$ cat config.mk
export PLATFORM = sky130hd
export DESIGN_NAME = cd_irq_csr
export DESIGN_NICKNAME = d
export VERILOG_FILES = /design/src/rtl/cd_irq_csr.sv
export SDC_FILE = /design/constraint.sdc
export NUM_CORES = 1
export LEC_CHECK = 0
export BUFFER_PORTS_ARGS = -buffer_cell sky130_fd_sc_hd__buf_2
export CAP_MARGIN = 20
export CORE_MARGIN = 4
export CORE_UTILIZATION = 65
export CTS_BUF_LIST = sky130_fd_sc_hd__clkbuf_4 sky130_fd_sc_hd__clkbuf_8
export CTS_CLUSTER_SIZE = 14
export DETAILED_ROUTE_END_ITERATION = 12
export PLACE_DENSITY_LB_ADDON = 0.1
export SLEW_MARGIN = 0
export SYNTH_ARGS = -nofsm -noshare
export SYNTH_HDL_FRONTEND = slang
export SYNTH_SLANG_ARGS = --single-unit
$ cat constraint.sdc
create_clock -name clk -period 7.97 [get_ports clk]
set_clock_uncertainty 0.15 [all_clocks]
set_input_delay 1.594 -clock clk [delete_from_list [all_inputs] [get_ports clk]]
set_output_delay 1.594 -clock clk [all_outputs]
set_load 0.005 [all_outputs]
$ cat src/rtl/cd_irq_csr.sv
// Interrupt register bank for the CDBUS CSR: per-source level/sticky-edge flags,
// mask, selectable clear policy and an event-count / holdoff coalescing FSM.
module cd_irq_csr #(
    parameter int               N_SRC    = 16,
    parameter logic [N_SRC-1:0] MODE_RST = '1,
    parameter int               HOLD_W   = 16
) (
    input  logic             clk,
    input  logic             reset,
    input  logic [N_SRC-1:0] src_in,
    input  logic [4:0]       csr_address,
    input  logic             csr_read,
    output logic [7:0]       csr_readdata,
    input  logic             csr_write,
    input  logic [7:0]       csr_writedata,
    output logic             irq,
    output logic [1:0]       irq_state
);
    localparam int NB = (N_SRC + 7) / 8;
    localparam int PW = NB * 8;
    localparam logic [15:0] HOLD_MSK = 16'((32'd1 << HOLD_W) - 32'd1);

    typedef enum logic [1:0] {IDLE = 2'b00, WAIT = 2'b01, ASSERT = 2'b10} state_t;
    state_t state_q, state_n;

    logic [N_SRC-1:0] src_d, sticky, mask, mode, flag;
    logic [N_SRC-1:0] rise, clr, byte_hit, wr_mask, wr_mode, sticky_n, mode_n;
    logic [PW-1:0]    flag_p, mask_p, mode_p, raw_p, wdata_rep, bank_v;
    logic [1:0]       ctrl;
    logic [7:0]       coal_thr, evt_cnt;
    logic [15:0]      hold;
    logic [HOLD_W-1:0] timer, timer_n;
    logic             pend, new_evt, thr_hit;
    logic             sel_flag, sel_mask, sel_mode;

    // Sticky bits are kept at zero for level-mode sources, so a 0->1 mode change starts clean.
    assign flag      = (mode & sticky) | (~mode & src_d);
    assign rise      = src_in & ~src_d;
    assign pend      = |(flag & mask);
    assign new_evt   = |(rise & mode & mask & ~sticky);
    assign flag_p    = PW'(flag);
    assign mask_p    = PW'(mask);
    assign mode_p    = PW'(mode);
    assign raw_p     = PW'(src_d);
    assign wdata_rep = {NB{csr_writedata}};

    assign sel_flag = (csr_address[4:2] == 3'd0);
    assign sel_mask = (csr_address[4:2] == 3'd1);
    assign sel_mode = (csr_address[4:2] == 3'd2);

    always_comb begin
        for (int b = 0; b < N_SRC; b++) begin
            byte_hit[b] = (csr_address[1:0] == 2'(b / 8));
        end
    end

    assign clr = ctrl[0] ? ({N_SRC{csr_write && sel_flag}} & byte_hit & wdata_rep[N_SRC-1:0])
                         : ({N_SRC{csr_read  && sel_flag}} & byte_hit & flag);
    assign wr_mask  = {N_SRC{csr_write && sel_mask}} & byte_hit;
    assign wr_mode  = {N_SRC{csr_write && sel_mode}} & byte_hit;
    assign mode_n   = (mode & ~wr_mode) | (wdata_rep[N_SRC-1:0] & wr_mode);
    // Set wins over a same-cycle clear.
    assign sticky_n = ((sticky & ~clr) | (rise & mode)) & mode_n;

    always_comb begin
        csr_readdata = 8'h00;
        case (csr_address[4:2])
            3'd0:    bank_v = flag_p;
            3'd1:    bank_v = mask_p;
            3'd2:    bank_v = mode_p;
            3'd3:    bank_v = raw_p;
            default: bank_v = '0;
        endcase
        for (int i = 0; i < NB; i++) begin
            if (csr_address[1:0] == 2'(i)) csr_readdata = bank_v[8*i +: 8];
        end
        case (csr_address)
            5'h10:   csr_readdata = {6'd0, ctrl};
            5'h11:   csr_readdata = coal_thr;
            5'h12:   csr_readdata = hold[7:0];
            5'h13:   csr_readdata = hold[15:8];
            5'h14:   csr_readdata = evt_cnt;
            5'h15:   csr_readdata = {6'd0, state_q};
            default: ;
        endcase
    end

    always_comb begin
        state_n = state_q;
        timer_n = timer;
        thr_hit = (coal_thr != 8'd0) && (evt_cnt >= coal_thr);
        case (state_q)
            IDLE: begin
                if (pend) begin
                    if (ctrl[1]) begin
                        state_n = WAIT;
                        timer_n = hold[HOLD_W-1:0];
                    end else begin
                        state_n = ASSERT;
                    end
                end
            end
            WAIT: begin
                if (!pend)                                    state_n = IDLE;
                else if (!ctrl[1] || thr_hit || timer == '0)  state_n = ASSERT;
                else                                          timer_n = timer - HOLD_W'(1);
            end
            ASSERT: if (!pend) state_n = IDLE;
            default: state_n = IDLE;
        endcase
    end

    always_ff @(posedge clk) begin
        if (reset) begin
            src_d    <= '0;
            sticky   <= '0;
            mask     <= '0;
            mode     <= MODE_RST;
            ctrl     <= 2'b00;
            coal_thr <= 8'h00;
            hold     <= 16'h0000;
            evt_cnt  <= 8'h00;
            timer    <= '0;
            state_q  <= IDLE;
        end else begin
            src_d   <= src_in;
            sticky  <= sticky_n;
            mask    <= (mask & ~wr_mask) | (wdata_rep[N_SRC-1:0] & wr_mask);
            mode    <= mode_n;
            timer   <= timer_n;
            state_q <= state_n;
            // The event that pulls the FSM out of IDLE is deliberately not counted.
            if (state_n == IDLE)
                evt_cnt <= 8'h00;
            else if (state_q != IDLE && new_evt && evt_cnt != 8'hff)
                evt_cnt <= evt_cnt + 8'd1;
            if (csr_write) begin
                case (csr_address)
                    5'h10:   ctrl       <= csr_writedata[1:0];
                    5'h11:   coal_thr   <= csr_writedata;
                    5'h12:   hold[7:0]  <= csr_writedata & HOLD_MSK[7:0];
                    5'h13:   hold[15:8] <= csr_writedata & HOLD_MSK[15:8];
                    default: ;
                endcase
            end
        end
    end

    assign irq       = (state_q == ASSERT);
    assign irq_state = state_q;
endmodule

* Word level (Yosys, flattened, before mapping)
Index checks and enable logic that the tools add are counted. Widths: inputs -> output; s select.
Storage, ports and cells: bits of input ports 33, register bits 116
Operators by class: $add $sub $neg 2, multiplexer cells 16, eq/ne operators 17, bitwise logic cells 29, reduce and logical (&&, ||, !) cells 26, order comparisons 1
Operators by type and width (count):
- $and 16x16->16 | 19
- $not 16->16 | 6
- $mux 16 | 5
- $or 16x16->16 | 4
- $pmux 16 s4 | 1
- $pmux 8 s6 | 1
- $pmux 16 s2 | 1
- $reduce_or 16->1 | 2
- $eq 5x5->1 const B | 6
- $logic_not 16->1 | 1
- $mux 8 | 2
- $sub 16x1->16 const B | 1
- $mux 2 | 5
- $add 8x1->8 const B | 1
- $ge 8x8->1 | 1
- $ne 2x2->1 const B | 4
- $ne 8x8->1 const B | 1
- $reduce_and 2->1 | 4
- $reduce_bool 8->1 | 1
- $logic_and 1x1->1 | 7
- $eq 3x2->1 const B | 2
- $logic_not 2->1 | 3
- $pmux 2 s3 | 1
- $reduce_and 5->1 | 1
- 8 further kinds | 11

* Longest topological paths before layout
depth after elaboration 9, mapped depth 9

* Worst setup path after synthesis
No wires, ideal clock.
path kind input port to output port, start in csr_address[2], end out csr_readdata[0], arrival 3052 ps, buffers on the path 3, slack 3174 ps, stages 6, path through buf_2 -> buf_1 -> nor4b_2 -> clkbuf_1 -> a22oi_1 -> nand4_1
On the way: cells in the longest elaborated chain, start to end 5, elaborated cells between the ends (all ways) 14, classes of those cells eq/ne (9); mux (4); reduce/logical (1)
Ends and longest elaborated chain:
- start: declaration | line 11 | input logic [4:0] csr_address,
- $eq 3x2->1, or another cell as far along | line 67 | case (csr_address[4:2])
- $pmux 16 s4 | line 67
- $mux 8 (2 in series) | line 75 | if (csr_address[1:0] == 2'(i)) csr_readdata = bank_v[8*i +: 8];
- $pmux 8 s6 (*) | line 77 | case (csr_address)
- end: declaration | line 13 | output logic [7:0] csr_readdata,
Every way passes the cells marked *; elsewhere a longest branch is shown, timed or not.

* Final worst setup path
start in csr_address[2], end out csr_readdata[7]
Same word-level chain as after synthesis.

==> results.toml <==
[clock_tree]
cts_setup_buffers = 0
cts_sinks = 116
cts_tree = "done"
cts.clk_slew.worst_paths_ns = 0.07
root_buffer = "clkbuf_8"
clock_latency_ns = 0.46
clock_path_buffers = 2
hold_buffers = 0
cts_resized = 0
h-tree-depth = 4
numCtsBuffers = 17

[yosys]
yosys_warnings = 0
synth_nets = 865
synthArstFlopShare = 0
synth-seq-cells = 116
synth_common_cells = "nand2_1 (117), dfxtp_1 (116), a21oi_1 (76)"
yosysTopAreaCellShare = 0.342
synth.avg_cell_area_um2 = 8.27
syn_area_um2 = 6800
synth.most_common_cell = "nand2_1"
yosysTopAreaCell = "dfxtp_1"
synthFlopType = "dfxtp_1"
synth_area_leaders = "dfxtp_1 (34%), nand2_1 (6.5%), a21oi_1 (5.6%)"
ys_types = 64
yosysSeqAreaShare = 0.342
syn_inst = 822
synth_edf_count = 0

[routing]
vias = 6699
dr_wl_met3_mm = 1.75
wl_met2_mm = 9.66
drc = 0
first_pass_iters = 7
drt_iter0_markers = 726
wl_per_cell_um = 20.5
wl_met1_mm = 7.97
final_antenna_net_count = 0
vias_per_cell = 6.84
totalWireLength_mm = 20.1
highest_layer = "met4"

[final_layout]
fill_cells = 818
nets = 876
antennaDiodeCount = 0
synthToLayoutAreaGrowth_pct = 8.04
drive_gt1_frac = 0.158

[setup_path]
crit_path_end_kind = "output port"
path_class = "primary input to output port"
r2r_start = "timer[0]"
cp-startpoint = "csr_address[2]"
cp.arrival_ns = 3.62
cp-start-kind = "primary input"
cp_max_fo = 38
cp.required_ns = 6.23

[sta]
finalCritPeriodShare = 0.674
tightest_slew_ns = 1.10
tns_ns = 0
slew_violations = 0
rsz0062_at_grt = "no"
finalHoldViolCount = 0
max-slew-margin-rel = 0.265
finalCriticalPeriod_ns = 5.37
max_freq_ghz = 0.186
setup_viol = 0

[place]
place_hpwl_mm = 14.0
portBuffers = 43
place.gp.congestion = 0.988

[power]
peakVddDrop_mv = 0.152
fin_total_pwr_mw = 1.24
power_density_nw_per_um2 = 169
leakagePower_nw = 2.81

[floorplanning]
ioPinCount = 44
dieWidth_um = 110
die_area_um2 = 12200
coreArea_um2 = 10300
rows = 37
die_y_um = 110
initial_core_util = 0.662

[grt]
grt_pass1_vias = 6382
grt_overflow = 0
grt_usage = 0.350
grt_max_degree = 84
grt_first_pass_wirelength_mm = 32.8
antenna_found_initial = 0

[min_path]
hold_path.class = "flip-flop to flip-flop"

[run]
timing.max_cap.violations = 0

[status]
status = "finished clean"
[layout make-up]
class,count,area [um2],share of cell area
Tap cell,136,170,0.0232
Clock buffer,20,275,0.0375
Clock inverter,10,83.8,0.0114
Timing Repair Buffer,52,280,0.0382
Sequential cell,116,2320,0.316
Multi-Input combinational cell,618,4110,0.559
Inverter,28,105,0.0143
[worst paths after layout]
check | endpoint | cells past startpoint | slack (ns)
max reg2reg | timer[7] | 8 | 5.26
max | csr_readdata[7] | 7 | 2.60
min | flip-flop | 2 | 0.34
min reg2reg | flip-flop | 2 | 0.34
[power by group]
| part | switching [mW] | total (mW) | internal, mW |
|---|---|---|---|
| clock | 0.243 | 0.507 | 0.264 |
| sequential | 0.0151 | 0.608 | 0.593 |
| combinational | 0.0728 | 0.126 | 0.0528 |
[through the flow]
stage | setup WS (ns) | cells | hold WS [ns] | area, um2 | utilization
6_report | 2.60 | 980 | 0.343 | 7350 | 0.715
5_1_grt | 2.41 | 980 | 0.370 | 7350 | 0.715
4_1_cts | 2.38 | 978 | 0.341 | 7330 | 0.714
3_5_place_dp | 2.40 | 948 | 0.331 | 6970 | 0.679
3_3_place_gp | 2.43 | 947 | 0.320 | 6970 | 0.678
2_1_floorplan | 3.17 | 822 | 0.295 | 6800 | -
[critical path, cell delays in order]
cell	delay (ns)
buf_2	0.57
nor2b_1	0.48
a22oi_1	0.18
a211oi_1	0.26
a31oi_1	0.09
o211ai_1	0.27
buf_2	0.16
[cell usage in the layout, fill, tap and decap left out, drive strengths merged, types with 3 or more instances in the layout]
cell,instances
nand2,117
dfxtp,116
a21oi,76
buf,51
nand3,49
nor3,32
nor2,30
inv,28
mux2i,27
nor2b,25
mux2,22
clkbuf,21
o21ai,21
o31ai,16
o22a,15
nand2b,14
a22oi,14
nand4,12
or4,12
mux4,11
or3,11
a211oi,10
ha,10
o311ai,8
o211ai,7
clkinv,7
nor4b,7
a222oi,6
a21bo,6
o21a,5
o2111ai,5
nor4,5
and3,4
o22ai,4
nand3b,4
or4b,4
a31oi,3
a221oi,3
and3b,3
[metal layers]
layer | global-route usage | vias to the layer above
met5 | 0 | -
met4 | 0.171 | 0
met3 | 0.0699 | 62
met2 | 0.579 | 385
met1 | 0.437 | 3177
li1 | - | 3075
[logic make-up (layout without fill, tap and decap cells)]
logic type                 count (synthesis)  in the layout  share of synthesized area
buffers and inverters                     88            110                     0.0541
and+or+nand+nor                          336            336                      0.259
AOI/OAI and AO/OA                        208            208                      0.209
DFF                                      116            116                      0.342
xor gates and xnor gates                   4              4                    0.00515
muxes                                     60             60                      0.113
adders and majority gates                 10             10                     0.0184
Power figures use the tool's default switching activity.
